==> config.mk <==
export PLATFORM = sky130hd
export DESIGN_NAME = bus_responder_flat
export DESIGN_NICKNAME = d
export VERILOG_FILES = /design/src/rtl/bus_responder_pkg.sv /design/src/rtl/bus_responder_if.sv /design/src/rtl/bus_responder_onehot_enc.sv /design/src/rtl/bus_responder.sv /design/src/flat_wrapper.sv
export SDC_FILE = /design/constraint.sdc
export NUM_CORES = 1
export LEC_CHECK = 0
export ABC_AREA = 1
export BUFFER_PORTS_ARGS = -buffer_cell sky130_fd_sc_hd__buf_2
export CORE_AREA = 2 2 234 236
export CTS_CLUSTER_DIAMETER = 150
export CTS_CLUSTER_SIZE = 10
export DETAILED_ROUTE_END_ITERATION = 12
export DIE_AREA = 0 0 236 238
export HOLD_SLACK_MARGIN = 0.12
export PLACE_DENSITY = 0.52
export SLEW_MARGIN = 20
export SYNTH_ARGS = -nofsm -noshare
export SYNTH_HDL_FRONTEND = slang
export SYNTH_SLANG_ARGS = --single-unit
==> constraint.sdc <==
create_clock -name i_clk -period 11.1 [get_ports i_clk]
set_input_delay 3.33 -clock i_clk [delete_from_list [all_inputs] [get_ports i_clk]]
set_output_delay 3.33 -clock i_clk [all_outputs]
set_load 0.05 [all_outputs]
==> src/rtl/bus_responder_pkg.sv <==
// Shared bus package: chip-select type, device index constants and the
// responder FSM state encoding, also used by the address decoder.
package bus_responder_pkg;

  localparam int NUM_DEVICES = 14;
  localparam int CS_IDX_W    = 4;

  // One-hot chip selects, one bit per device.
  typedef logic [NUM_DEVICES-1:0] SChipCS;

  // Bit positions of each device inside SChipCS.
  localparam int CS_ROM   = 0;
  localparam int CS_UART  = 1;
  localparam int CS_TIMER = 2;
  localparam int CS_SPI   = 3;
  localparam int CS_GPU   = 4;
  localparam int CS_APU   = 5;
  localparam int CS_DMA   = 6;
  localparam int CS_IRQ   = 7;
  localparam int CS_I2C   = 8;
  localparam int CS_PAD   = 9;
  localparam int CS_SD    = 10;
  localparam int CS_VRAM  = 11;
  localparam int CS_RAM   = 12;
  localparam int CS_EXT   = 13;

  typedef enum logic [2:0] {
    ST_IDLE,
    ST_ISSUE,
    ST_WAIT,
    ST_RESP,
    ST_ERR
  } bus_state_t;

  // Expand a device index back into its single chip-select bit.
  function automatic SChipCS cs_from_idx(input logic [CS_IDX_W-1:0] idx);
    return SChipCS'(1) << idx;
  endfunction

endpackage

==> src/rtl/bus_responder_if.sv <==
// Bus responder interface: CPU request side, decoder flags and the
// per-device request/ack/data lanes. The responder is the slave side.
interface bus_responder_if import bus_responder_pkg::*; ();

  logic                             i_req;
  logic                             i_write;
  logic [31:0]                      i_wdata;
  logic [3:0]                       i_byteEn;
  SChipCS                           i_csPins;
  logic                             i_busError;
  SChipCS                           o_devReq;
  logic                             o_devWrite;
  logic [31:0]                      o_devWData;
  logic [3:0]                       o_devByteEn;
  SChipCS                           i_devAck;
  logic [NUM_DEVICES-1:0][31:0]     i_devRData;
  logic                             o_ack;
  logic [31:0]                      o_rdata;
  logic                             o_busError;
  logic                             o_busy;

  modport slave (
    input  i_req, i_write, i_wdata, i_byteEn, i_csPins, i_busError,
    input  i_devAck, i_devRData,
    output o_devReq, o_devWrite, o_devWData, o_devByteEn,
    output o_ack, o_rdata, o_busError, o_busy
  );

  modport master (
    output i_req, i_write, i_wdata, i_byteEn, i_csPins, i_busError,
    output i_devAck, i_devRData,
    input  o_devReq, o_devWrite, o_devWData, o_devByteEn,
    input  o_ack, o_rdata, o_busError, o_busy
  );

endinterface

==> src/rtl/bus_responder_onehot_enc.sv <==
// One-hot to index encoder for the chip-select vector. Reports the lowest
// set bit as the index and flags whether exactly one bit was set.
module bus_onehot_enc import bus_responder_pkg::*; (
  input  SChipCS              onehot,
  output logic [CS_IDX_W-1:0] idx,
  output logic                is_onehot
);

  logic [CS_IDX_W-1:0] count;

  // Count set bits and remember the lowest one (scan runs high to low).
  always_comb begin
    idx   = '0;
    count = '0;
    for (int i = NUM_DEVICES - 1; i >= 0; i--) begin
      if (onehot[i]) begin
        idx   = CS_IDX_W'(i);
        count = count + CS_IDX_W'(1);
      end
    end
    is_onehot = (count == CS_IDX_W'(1));
  end

endmodule

==> src/rtl/bus_responder.sv <==
// Bus responder: accepts one CPU access at a time, strobes the selected
// device, waits for its ack with a timeout and returns a single ack pulse
// carrying read data or a bus-error flag back to the CPU.
module bus_responder import bus_responder_pkg::*; #(
  parameter int TIMEOUT_CYCLES = 64
) (
  input logic            i_clk,
  input logic            i_rst,
  bus_responder_if.slave bus
);

  bus_state_t          state;
  logic [CS_IDX_W-1:0] cs_idx;
  logic [CS_IDX_W-1:0] dec_idx;
  logic                dec_onehot;
  logic [7:0]          wait_cnt;
  logic                idx_ack;
  logic [31:0]         idx_rdata;

  SChipCS              dev_req;
  logic                dev_write;
  logic [31:0]         dev_wdata;
  logic [3:0]          dev_byte_en;
  logic                ack;
  logic [31:0]         rdata;
  logic                bus_err;
  logic                busy;

  bus_onehot_enc u_enc (
    .onehot    (bus.i_csPins),
    .idx       (dec_idx),
    .is_onehot (dec_onehot)
  );

  // Only the ack and data lane of the latched device matter.
  assign idx_ack   = bus.i_devAck[cs_idx];
  assign idx_rdata = bus.i_devRData[cs_idx];

  // Transaction FSM with all outputs registered alongside the state.
  always_ff @(posedge i_clk) begin
    if (i_rst) begin
      state       <= ST_IDLE;
      cs_idx      <= '0;
      wait_cnt    <= '0;
      dev_req     <= '0;
      dev_write   <= 1'b0;
      dev_wdata   <= '0;
      dev_byte_en <= '0;
      ack         <= 1'b0;
      rdata       <= '0;
      bus_err     <= 1'b0;
      busy        <= 1'b0;
    end else begin
      dev_req <= '0;
      ack     <= 1'b0;
      rdata   <= '0;
      bus_err <= 1'b0;
      case (state)
        ST_IDLE: begin
          if (bus.i_req) begin
            busy <= 1'b1;
            if (!bus.i_busError && dec_onehot) begin
              cs_idx      <= dec_idx;
              dev_write   <= bus.i_write;
              dev_wdata   <= bus.i_wdata;
              dev_byte_en <= bus.i_byteEn;
              dev_req     <= cs_from_idx(dec_idx);
              wait_cnt    <= '0;
              state       <= ST_ISSUE;
            end else begin
              ack     <= 1'b1;
              bus_err <= 1'b1;
              state   <= ST_ERR;
            end
          end
        end
        ST_ISSUE: begin
          if (idx_ack) begin
            ack   <= 1'b1;
            rdata <= dev_write ? 32'h0 : idx_rdata;
            state <= ST_RESP;
          end else begin
            state <= ST_WAIT;
          end
        end
        ST_WAIT: begin
          if (idx_ack) begin
            ack   <= 1'b1;
            rdata <= dev_write ? 32'h0 : idx_rdata;
            state <= ST_RESP;
          end else begin
            wait_cnt <= wait_cnt + 8'd1;
            if (wait_cnt == 8'(TIMEOUT_CYCLES - 1)) begin
              ack     <= 1'b1;
              bus_err <= 1'b1;
              state   <= ST_ERR;
            end
          end
        end
        ST_RESP, ST_ERR: begin
          busy  <= 1'b0;
          state <= ST_IDLE;
        end
        default: begin
          busy  <= 1'b0;
          state <= ST_IDLE;
        end
      endcase
    end
  end

  assign bus.o_devReq    = dev_req;
  assign bus.o_devWrite  = dev_write;
  assign bus.o_devWData  = dev_wdata;
  assign bus.o_devByteEn = dev_byte_en;
  assign bus.o_ack       = ack;
  assign bus.o_rdata     = rdata;
  assign bus.o_busError  = bus_err;
  assign bus.o_busy      = busy;

endmodule

==> src/flat_wrapper.sv <==
// flat-port wrapper written by rule: the top's interface ports become plain ports
module bus_responder_flat import bus_responder_pkg::*;
#(
  parameter int TIMEOUT_CYCLES = 64
)
  (i_clk, i_rst, bus_i_req, bus_i_write, bus_i_wdata, bus_i_byteEn, bus_i_csPins, bus_i_busError, bus_i_devAck, bus_i_devRData, bus_o_devReq, bus_o_devWrite, bus_o_devWData, bus_o_devByteEn, bus_o_ack, bus_o_rdata, bus_o_busError, bus_o_busy);
  bus_responder_if bus_i ();
  input logic i_clk;
  input logic i_rst;
  input wire logic [$bits(bus_i.i_req)-1:0] bus_i_req;
  input wire logic [$bits(bus_i.i_write)-1:0] bus_i_write;
  input wire logic [$bits(bus_i.i_wdata)-1:0] bus_i_wdata;
  input wire logic [$bits(bus_i.i_byteEn)-1:0] bus_i_byteEn;
  input wire logic [$bits(bus_i.i_csPins)-1:0] bus_i_csPins;
  input wire logic [$bits(bus_i.i_busError)-1:0] bus_i_busError;
  input wire logic [$bits(bus_i.i_devAck)-1:0] bus_i_devAck;
  input wire logic [$bits(bus_i.i_devRData)-1:0] bus_i_devRData;
  output wire logic [$bits(bus_i.o_devReq)-1:0] bus_o_devReq;
  output wire logic [$bits(bus_i.o_devWrite)-1:0] bus_o_devWrite;
  output wire logic [$bits(bus_i.o_devWData)-1:0] bus_o_devWData;
  output wire logic [$bits(bus_i.o_devByteEn)-1:0] bus_o_devByteEn;
  output wire logic [$bits(bus_i.o_ack)-1:0] bus_o_ack;
  output wire logic [$bits(bus_i.o_rdata)-1:0] bus_o_rdata;
  output wire logic [$bits(bus_i.o_busError)-1:0] bus_o_busError;
  output wire logic [$bits(bus_i.o_busy)-1:0] bus_o_busy;
  assign bus_i.i_req = bus_i_req;
  assign bus_i.i_write = bus_i_write;
  assign bus_i.i_wdata = bus_i_wdata;
  assign bus_i.i_byteEn = bus_i_byteEn;
  assign bus_i.i_csPins = bus_i_csPins;
  assign bus_i.i_busError = bus_i_busError;
  assign bus_i.i_devAck = bus_i_devAck;
  assign bus_i.i_devRData = bus_i_devRData;
  assign bus_o_devReq = bus_i.o_devReq;
  assign bus_o_devWrite = bus_i.o_devWrite;
  assign bus_o_devWData = bus_i.o_devWData;
  assign bus_o_devByteEn = bus_i.o_devByteEn;
  assign bus_o_ack = bus_i.o_ack;
  assign bus_o_rdata = bus_i.o_rdata;
  assign bus_o_busError = bus_i.o_busError;
  assign bus_o_busy = bus_i.o_busy;
  bus_responder #(.TIMEOUT_CYCLES(TIMEOUT_CYCLES)) u_core (.i_clk(i_clk), .i_rst(i_rst), .bus(bus_i));
endmodule
* After elaboration in Yosys (flattened, before gate mapping)
Index checks and enable logic that the tools add are counted.
** Operators by class
- $add $sub $neg :: 14
- Order comparisons :: 1
- Equal/unequal tests :: 8
- Shifts and indexed selects :: 1
- Mux-type cells :: 52
- Bitwise gates (word level) :: 5
- Reduce and logical (&&, ||, !) cells :: 11
** Operators by type and width (number)
- binary-select mux 32 bit (select 4 bit) :: 1
- two-way mux 4 bit :: 27
- adder 4 x 1 -> 4 bit, second input constant :: 12
- two-way mux 32 bit :: 1
- two-way mux 8 bit :: 3
- one-hot mux 8 bit (2 select lines) :: 1
- << shifter 1 x 4 -> 14 bit, first input constant :: 1
- two-way mux 3 bit :: 4
- two-way mux 1 bit :: 10
- one-hot mux 3 bit (3 select lines) :: 1
- adder 8 x 1 -> 8 bit, second input constant :: 1
- equality test 8 x 6 -> 1 bit, second input constant :: 1
- OR reduction 4 bit :: 2
- less-than comparator 4 x 5 -> 1 bit, second input constant :: 1
- NOT 1 bit :: 5
- binary-select mux 1 bit (select 4 bit) :: 1
- equality test 4 x 1 -> 1 bit, second input constant :: 1
- inequality test 2 bit, second input constant :: 2
- one-hot mux 1 bit (2 select lines) :: 2
- AND reduction 2 bit :: 2
- AND reduction 4 bit :: 1
- equality test 3 x 1 -> 1 bit, second input constant :: 1
- equality test 3 x 2 -> 1 bit, second input constant :: 1
- logical NOT 3 bit :: 1
- 9 further kinds :: 9
** Word-level totals
- Register bits after elaboration :: 101
- Input port bits :: 517
- Logic and storage cells :: 103

* Longest topological paths before layout
Gate-level depths: netlist of run 1.
- Depth after elaboration :: 32
- Depth in mapped cells :: 50

* Cells and area by module
From an unflattened synthesis of run 1, not the netlist that was laid out.
** Unflattened totals
- Cell total of the unflattened synthesis :: 1521
- Area, all modules :: 8987.4 µm²
** By module, submodules not included
- bus_responder :: times used 1, cells an instance 1250, area each 7460.9 µm², seq. area each 2021.9 µm²
- bus_onehot_enc :: times used 1, cells an instance 271, area each 1526.5 µm², seq. area each 0.0 µm²

* Worst setup path after synthesis of run 1
Ideal clock, no wire load.
- Path kind :: input -> register
- From :: input bus_i_csPins[12]
- To :: register u_core.dev_byte_en[0], in the netlist u_core.bus.o_devByteEn[0]
- Data arrival time :: 10.468 ns
- Setup slack :: 0.561 ns
- Cell stages on the path :: 50
- Path buffers :: 2
- Cell sequence :: inv_1 > ha_1 > inv_1 > nand2_1 > nand2_1 > ha_1 > nand2_1 > nand2_1 > ha_1 > or2_1 > nand2_1 > inv_1 > ha_1 > nand2_1 > nand2_1 > ha_1 > or2_2 > nand2_1 > [14 not listed] > ha_1 > or2_2 > nand2_1 > inv_1 > ha_1 > nand2_1 > nand2_1 > ha_1 > or2_2 > nand2_2 > nand2_2 > nor2_4 > nand3_2 > inv_2 > buf_12 > buf_12 > nand3_2 > a21oi_2
** Between the ends
- Cells in the longest elaborated chain, start to end :: 28
** Ends and longest elaborated chain
- from (decl) :: RTL line flat_wrapper.sv:14 : input wire logic [$bits(bus_i.i_csPins)-1:0] bus_i_csPins;
- two-way mux 4 bit (*) :: RTL line bus_responder_onehot_enc.sv:16 : if (onehot[i]) begin
- adder 4 x 1 -> 4 bit :: RTL line bus_responder_onehot_enc.sv:18 : count = count + CS_IDX_W'(1);
- two-way mux 4 bit (*) :: RTL line bus_responder_onehot_enc.sv:16
- adder 4 x 1 -> 4 bit :: RTL line bus_responder_onehot_enc.sv:18
- two-way mux 4 bit (*) :: RTL line bus_responder_onehot_enc.sv:16
- adder 4 x 1 -> 4 bit :: RTL line bus_responder_onehot_enc.sv:18
- two-way mux 4 bit (*) :: RTL line bus_responder_onehot_enc.sv:16
- adder 4 x 1 -> 4 bit :: RTL line bus_responder_onehot_enc.sv:18
- [12 not listed]
- two-way mux 4 bit (*) :: RTL line bus_responder_onehot_enc.sv:16
- adder 4 x 1 -> 4 bit :: RTL line bus_responder_onehot_enc.sv:18
- two-way mux 4 bit (*) :: RTL line bus_responder_onehot_enc.sv:16
- adder 4 x 1 -> 4 bit :: RTL line bus_responder_onehot_enc.sv:18
- two-way mux 4 bit (*) :: RTL line bus_responder_onehot_enc.sv:16
- equality test 4 x 1 -> 1 bit (*) :: RTL line bus_responder_onehot_enc.sv:21 : is_onehot = (count == CS_IDX_W'(1));
- logical AND 1 bit (*) :: RTL line bus_responder.sv:62 : if (!bus.i_busError && dec_onehot) begin
- AND reduction 3 bit (no line) (*)
- to (signal assigned) :: RTL line bus_responder.sv:66 : dev_byte_en <= bus.i_byteEn;
- to (decl) :: RTL line bus_responder.sv:23 : logic [3:0] dev_byte_en;
Mark *: on every way between the ends. The rest lies on a longest branch, timed or not.
A chain may end at the register's enable or synchronous reset.

* Final worst setup path of run 1
- From :: input bus_i_csPins[12]
- To :: register u_core.dev_write, in the netlist u_core.bus.o_devWrite
** Between the ends
- Cells in the longest elaborated chain, start to end :: 28
** Ends and longest elaborated chain
- two-way mux 4 bit (*) :: RTL line bus_responder_onehot_enc.sv:16
- adder 4 x 1 -> 4 bit :: RTL line bus_responder_onehot_enc.sv:18
- two-way mux 4 bit (*) :: RTL line bus_responder_onehot_enc.sv:16
- adder 4 x 1 -> 4 bit :: RTL line bus_responder_onehot_enc.sv:18
- two-way mux 4 bit (*) :: RTL line bus_responder_onehot_enc.sv:16
- adder 4 x 1 -> 4 bit :: RTL line bus_responder_onehot_enc.sv:18
- two-way mux 4 bit (*) :: RTL line bus_responder_onehot_enc.sv:16
- adder 4 x 1 -> 4 bit :: RTL line bus_responder_onehot_enc.sv:18
- [12 not listed]
- two-way mux 4 bit (*) :: RTL line bus_responder_onehot_enc.sv:16
- adder 4 x 1 -> 4 bit :: RTL line bus_responder_onehot_enc.sv:18
- two-way mux 4 bit (*) :: RTL line bus_responder_onehot_enc.sv:16
- adder 4 x 1 -> 4 bit :: RTL line bus_responder_onehot_enc.sv:18
- two-way mux 4 bit (*) :: RTL line bus_responder_onehot_enc.sv:16
- equality test 4 x 1 -> 1 bit (*) :: RTL line bus_responder_onehot_enc.sv:21
- logical AND 1 bit (*) :: RTL line bus_responder.sv:62
- AND reduction 3 bit (no line) (*)
- to (signal assigned) :: RTL line bus_responder.sv:64 : dev_write <= bus.i_write;
- to (decl) :: RTL line bus_responder.sv:21 : logic dev_write;
Marks and branches as above.

==> impl_metrics.env, run 1 <==
export IMPL_utilization_pct=24.6
export IMPL_fp_row_count=85
export IMPL_cts_tree="built"
export IMPL_cp_max_fo=9
export IMPL_start_util_pct=17.0
export IMPL_gr_total_overflow=0
export IMPL_cpPeakStageDelay_ns=0.31
export IMPL_cts_path_max_buffers=2
export IMPL_irDropWorstVdd_mv=0.0737
export IMPL_grt_use_met1_pct=22.6
export IMPL_cts_buffers=9
export IMPL_endpoint_kind="flop"
export IMPL_die_w_um=236
export IMPL_crit_family="simple AND/OR/NAND/NOR gates"
export IMPL_place_inst=2686
export IMPL_clk_latency_ns=0.38
export IMPL_cts_sinks=101
export IMPL_crit_path_start_kind="primary input"
export IMPL_rsz0062_at_grt="true"
export IMPL_tns_ns=0
export IMPL_synth_nets=2009
export IMPL_pre_cts_slack_ns=-0.132
export IMPL_firstDrtPassIters=5
export IMPL_status="completed"
export IMPL_hold_path_class="flop to flop"
export IMPL_final_nets=2541
export IMPL_cap_violations=0
export IMPL_drive_gt1_share_pct=40.9
export IMPL_synth_area_um2=9070
export IMPL_root_buffer="clkbuf_16"
export IMPL_routed_wl_um=52700
export IMPL_p_total_mw=1.32
export IMPL_synth_seq_area_share_pct=22.3
export IMPL_grt_met2_usage_pct=28.3
export IMPL_maxSlewHeadroom_pct=36.9
export IMPL_synth_area_leaders="dfxtp_1 (22%), nor2_1 (14%), o21ai_0 (13%)"
export IMPL_min_period_ns=10.62
export IMPL_fmax_ghz=0.0941
export IMPL_grt_usage_pct=17.5
export IMPL_vias=12507
export IMPL_finalSetupViolCount=0
export IMPL_grt_pass1_wl_um=73600
export IMPL_area_growth_pct=45.3
export IMPL_drtIter0Drc=859
export IMPL_busiest_layer="met2"
export IMPL_viasPerCell=4.60
export IMPL_layout_common_cells="buf_2 (602), nor2_1 (335), o21ai_0 (233)"
export IMPL_slew_viol_final=0
export IMPL_netlist_top_cell_by_area="dfxtp_1"
export IMPL_avgRoutedWirePerCell_um=19.4
export IMPL_place_hpwl_um=41000
export IMPL_h_tree_depth=3
export IMPL_fin_ws_ns=0.478
export IMPL_grt_max_degree=101
export IMPL_synth_area_per_cell_um2=6.14
export IMPL_grt_pass1_vias=11737
export IMPL_globalRouteMet3Util_pct=3.63
export IMPL_postSynth_asyncResetShare_pct=0
export IMPL_finalCritPeriodShare_pct=95.7
export IMPL_num_io_pins=603
export IMPL_antenna_found_initial=22
export IMPL_final_common_cell="buf_2"
export IMPL_ant_nets=0
export IMPL_power_leakage_nw=6.24
export IMPL_synth_edf_count=0
export IMPL_place_congestion=0.897
export IMPL_tightest_slew_ns=0.947
export IMPL_whs_ns=0.469
export IMPL_yosysWarnings=0
export IMPL_criticalPathCategory="primary input to flop"
export IMPL_clk_pin_slew_worst_paths_ns=0.07
export IMPL_hold_violations=0
export IMPL_drc_errors=0
export IMPL_synth_cell_types=45
export IMPL_worstPathArrival_ns=10.86
export IMPL_cts_hold_fix_buffers=0
export IMPL_synth_ff_type="dfxtp_1"
export IMPL_design_die_area_um2=56200
export IMPL_placed_area_um2=12600
export IMPL_io_buffers=602
export IMPL_instances_no_fill=2718
export IMPL_netlist_area_leader_share_pct=22.3
export IMPL_coreArea_um2=53500
export IMPL_syn_inst=1477
export IMPL_cp_required_ns=11.34
export IMPL_powerDensity_nw_per_um2=100
export IMPL_ys_ff_latch=101
export IMPL_fp_dieH_um=238
export IMPL_crit_buf_inv=8
export IMPL_skew_ns=0.0127
export IMPL_postLayoutCellArea_um2=13200
export IMPL_slowest_stage="or2_2"
[per-layer routing]
| metal | share of wire, % | wire, um | up-vias |
|---|---|---|---|
| met5 | 0.16 | 85 | - |
| met4 | 3.2 | 1710 | 14 |
| met3 | 7.1 | 3730 | 74 |
| met2 | 47 | 24600 | 576 |
| met1 | 43 | 22600 | 5719 |
| li1 | - | - | 6124 |
[cell families (layout without fill, tap and decap cells)]
group / after synthesis / after routing / synth area share [%]
AOI/OAI and AO/OA: 459 / 459 / 29.9
xor gates and xnor gates: 5 / 5 / 0.483
adders and majority gates: 15 / 15 / 2.07
buffers and inverters: 190 / 724 / 9.68
DFF: 101 / 101 / 22.3
other: 0 / 8 / 0
and+or+nand+nor: 707 / 710 / 35.6
[Yosys cell counts (4+ instances only)]
cell type / n
buf_12: 4
o311ai_0: 6
buf_1: 5
clkbuf_8: 6
a21oi_1: 46
clkbuf_1: 87
o211ai_1: 11
a21oi_2: 30
o22ai_1: 78
nand3_1: 62
nand2_1: 197
nor3_1: 4
inv_1: 68
nor2_1: 337
inv_2: 10
ha_1: 15
nand2_2: 30
xor2_1: 5
a211oi_1: 20
a311oi_1: 15
o31ai_1: 11
o21ai_0: 233
nand3b_1: 4
nand3_2: 45
or2_2: 13
dfxtp_1: 101
[report_power, final]
| part | total (mW) | internal (mW) | switching [mW] |
|---|---|---|---|
| registers | 0.396 | 0.383 | 0.0139 |
| clock network | 0.337 | 0.157 | 0.180 |
| logic | 0.585 | 0.208 | 0.377 |
| total | 1.32 | 0.747 | 0.571 |
[state kept, by name (all words and copies together) (netlist names), 3 cells and up]
| name | flops |
|---|---|
| u_core.bus.o_devByteEn | 4 |
| u_core.bus.o_rdata | 32 |
| u_core.bus.o_devWData | 32 |
| u_core.bus.o_devReq | 14 |
| u_core.wait_cnt | 8 |
| u_core.cs_idx | 4 |
| u_core.state | 3 |
[what timing repair did]
action,4_1_cts,5_1_grt
setup buffers,0,1
resized for setup,0,50
setup endpoints to repair,0,65
[worst reg2reg max path: stages, from the launching register on]
cell     delay [ns]
dfxtp_4        0.59
inv_6          0.55
buf_4          0.74
buf_4          0.90
o21ai_0        0.17
o22ai_1        0.33
nand2_1        0.10
o21ai_0        0.21
nand2_1        0.11
a21oi_1        0.21
[layout make-up]
| type | count | area [um2] |
|---|---|---|
| diodes | 8 | 20.0 |
| clock buffers | 10 | 229 |
| clock inverters | 6 | 51.3 |
| fillers | 6168 | 40300 |
| inverters | 81 | 322 |
| multi-input cells | 1189 | 6380 |
| flip-flops and latches | 101 | 2030 |
| well taps | 696 | 871 |
| repair buffers | 626 | 3260 |
| repair inverters | 1 | 16.3 |
[path summary, 6_finish.rpt]
path,to,cells after the start,slack [ns],start
setup reg to reg,u_core.bus.o_rdata[26]$_SDFF_PP0_,9,7.10,u_core.cs_idx[0]$_SDFFE_PP0P_
setup / recovery,u_core.bus.o_devWrite$_SDFFE_PP0P_,50,0.48,bus_i_csPins[12]
hold / removal,u_core.bus.o_busy$_SDFFE_PP0P_,2,0.47,u_core.bus.o_busy$_SDFFE_PP0P_
hold reg to reg,u_core.bus.o_busy$_SDFFE_PP0P_,2,0.47,u_core.bus.o_busy$_SDFFE_PP0P_
Power figures use the tool's default switching activity.
==> inputs of run 2 (changes only) <==
--- a/config.mk
+++ b/config.mk
@@ -6,14 +6,15 @@
 export NUM_CORES = 1
 export LEC_CHECK = 0
 export ABC_AREA = 1
-export BUFFER_PORTS_ARGS = -buffer_cell sky130_fd_sc_hd__buf_2
 export CORE_AREA = 2 2 234 236
 export CTS_CLUSTER_DIAMETER = 150
 export CTS_CLUSTER_SIZE = 10
 export DETAILED_ROUTE_END_ITERATION = 12
 export DIE_AREA = 0 0 236 238
+export DONT_BUFFER_PORTS = 1
 export HOLD_SLACK_MARGIN = 0.12
-export PLACE_DENSITY = 0.52
+export PLACE_DENSITY = 0.41
+export SKIP_LAST_GASP = 1
 export SLEW_MARGIN = 20
 export SYNTH_ARGS = -nofsm -noshare
 export SYNTH_HDL_FRONTEND = slang
==> impl_metrics.env, run 2 (synthesis results as in run 1) <==
export IMPL_grt_pass1_wl_um=66300
export IMPL_drtIter0Drc=801
export IMPL_area_growth_pct=10.3
export IMPL_placed_area_um2=9540
export IMPL_drc_errors=0
export IMPL_firstDrtPassIters=5
export IMPL_start_util_pct=17.0
export IMPL_status="completed"
export IMPL_routed_wl_um=48600
export IMPL_min_period_ns=10.70
export IMPL_coreArea_um2=53500
export IMPL_hold_path_class="flop to flop"
export IMPL_power_leakage_nw=3.67
export IMPL_avgRoutedWirePerCell_um=23.1
export IMPL_fp_row_count=85
export IMPL_slowest_stage="or2_2"
export IMPL_drive_gt1_share_pct=13.9
export IMPL_viasPerCell=4.97
export IMPL_finalSetupViolCount=0
export IMPL_p_total_mw=1.18
export IMPL_num_io_pins=603
export IMPL_ant_nets=0
export IMPL_design_die_area_um2=56200
export IMPL_hold_violations=0
export IMPL_crit_path_start_kind="primary input"
export IMPL_cts_hold_fix_buffers=0
export IMPL_io_buffers=0
export IMPL_clk_latency_ns=0.40
export IMPL_worstPathArrival_ns=11.03
export IMPL_vias=10485
export IMPL_irDropWorstVdd_mv=0.0746
export IMPL_fmax_ghz=0.0934
export IMPL_grt_usage_pct=16.2
export IMPL_criticalPathCategory="primary input to flop"
export IMPL_cpMostUsedCell="nand2_1"
export IMPL_gr_total_overflow=0
export IMPL_fp_dieH_um=238
export IMPL_slew_viol_final=0
export IMPL_cpPeakStageDelay_ns=0.31
export IMPL_finalCritPeriodShare_pct=96.4
export IMPL_antenna_found_initial=20
export IMPL_root_buffer="clkbuf_16"
export IMPL_cp_max_fo=11
export IMPL_die_w_um=236
export IMPL_place_congestion=0.997
export IMPL_final_nets=1931
export IMPL_cts_sinks=101
export IMPL_h_tree_depth=3
export IMPL_final_common_cell="nor2_1"
export IMPL_grt_pass1_vias=9799
export IMPL_place_hpwl_um=38200
export IMPL_layout_common_cells="nor2_1 (332), o21ai_0 (233), nand2_1 (191)"
export IMPL_cap_violations=0
export IMPL_maxSlewHeadroom_pct=33.1
export IMPL_endpoint_kind="flop"
export IMPL_tns_ns=0
export IMPL_cts_buffers=9
export IMPL_whs_ns=0.484
export IMPL_cp_required_ns=11.42
export IMPL_clk_pin_slew_worst_paths_ns=0.07
export IMPL_cts_path_max_buffers=2
export IMPL_postLayoutCellArea_um2=10000
export IMPL_cts_tree="built"
export IMPL_grt_max_degree=98
export IMPL_powerDensity_nw_per_um2=118
export IMPL_tightest_slew_ns=1.00
export IMPL_skew_ns=0.0147
[run 2: routing by layer]
metal  vias to the layer above  wire, um  track usage [%]  part of all wire (%)
met2                       575     22300             25.5                    46
met3                        81      4500             5.23                   9.3
met4                        22      1700             7.35                   3.5
met1                      4913     19900             20.0                    41
met5                         -       140                0                  0.29
li1                       4894         -                -                     -
[run 2: what timing repair did]
item | CTS | global route
setup endpoints to repair | 0 | 63
setup buffers | 0 | 1
resized for setup | 0 | 23
[run 2: worst paths after layout]
kind / slack (ns) / from / cells after the start / to
max: 0.40 / bus_i_csPins[12] / 49 / u_core.bus.o_devWData[26]$_SDFFE_PP0P_
min: 0.48 / u_core.wait_cnt[5]$_SDFFE_PP0P_ / 2 / u_core.wait_cnt[5]$_SDFFE_PP0P_
max reg2reg: 7.22 / u_core.cs_idx[1]$_SDFFE_PP0P_ / 10 / u_core.bus.o_rdata[21]$_SDFF_PP0_
min reg2reg: 0.48 / u_core.wait_cnt[5]$_SDFFE_PP0P_ / 2 / u_core.wait_cnt[5]$_SDFFE_PP0P_
[run 2: stage by stage]
| stage | utilization (%) | cells | setup slack (ns) |
|---|---|---|---|
| 2_1_floorplan | - | 1477 | 0.561 |
| 3_3_place_gp | 17.8 | 2081 | 0.0139 |
| 3_5_place_dp | 17.8 | 2081 | -0.148 |
| 4_1_cts | 18.4 | 2097 | 0.254 |
| 5_1_grt | 18.7 | 2106 | -0.0485 |
| 6_report | 18.7 | 2108 | 0.396 |
[run 2: power by group]
part	switching (mW)	total [mW]	internal, mW	leakage, nW
Clock	0.175	0.333	0.158	0.146
Combinational	0.264	0.387	0.123	2.71
Sequential	0.0764	0.459	0.383	0.818
Total	0.515	1.18	0.664	3.67
[run 2: worst max-delay path: cells and delay by family]
family	cells	cell delay [ns]
AO/OA/AOI/OAI	1	0.16
AND/OR/NAND/NOR	28	3.38
buffers and inverters	8	0.67
adder cells (fa/ha/maj)	12	3.46
[run 2: cell type report]
type                    instances  area, um2
fillers                      6225      43500
well taps                     696        871
diodes                          8       20.0
clock inverters                 7       72.6
clock buffers                   9        225
multi-input cells            1187       6300
repair buffers                 19        176
inverters                      81        314
flip-flops and latches        101       2030
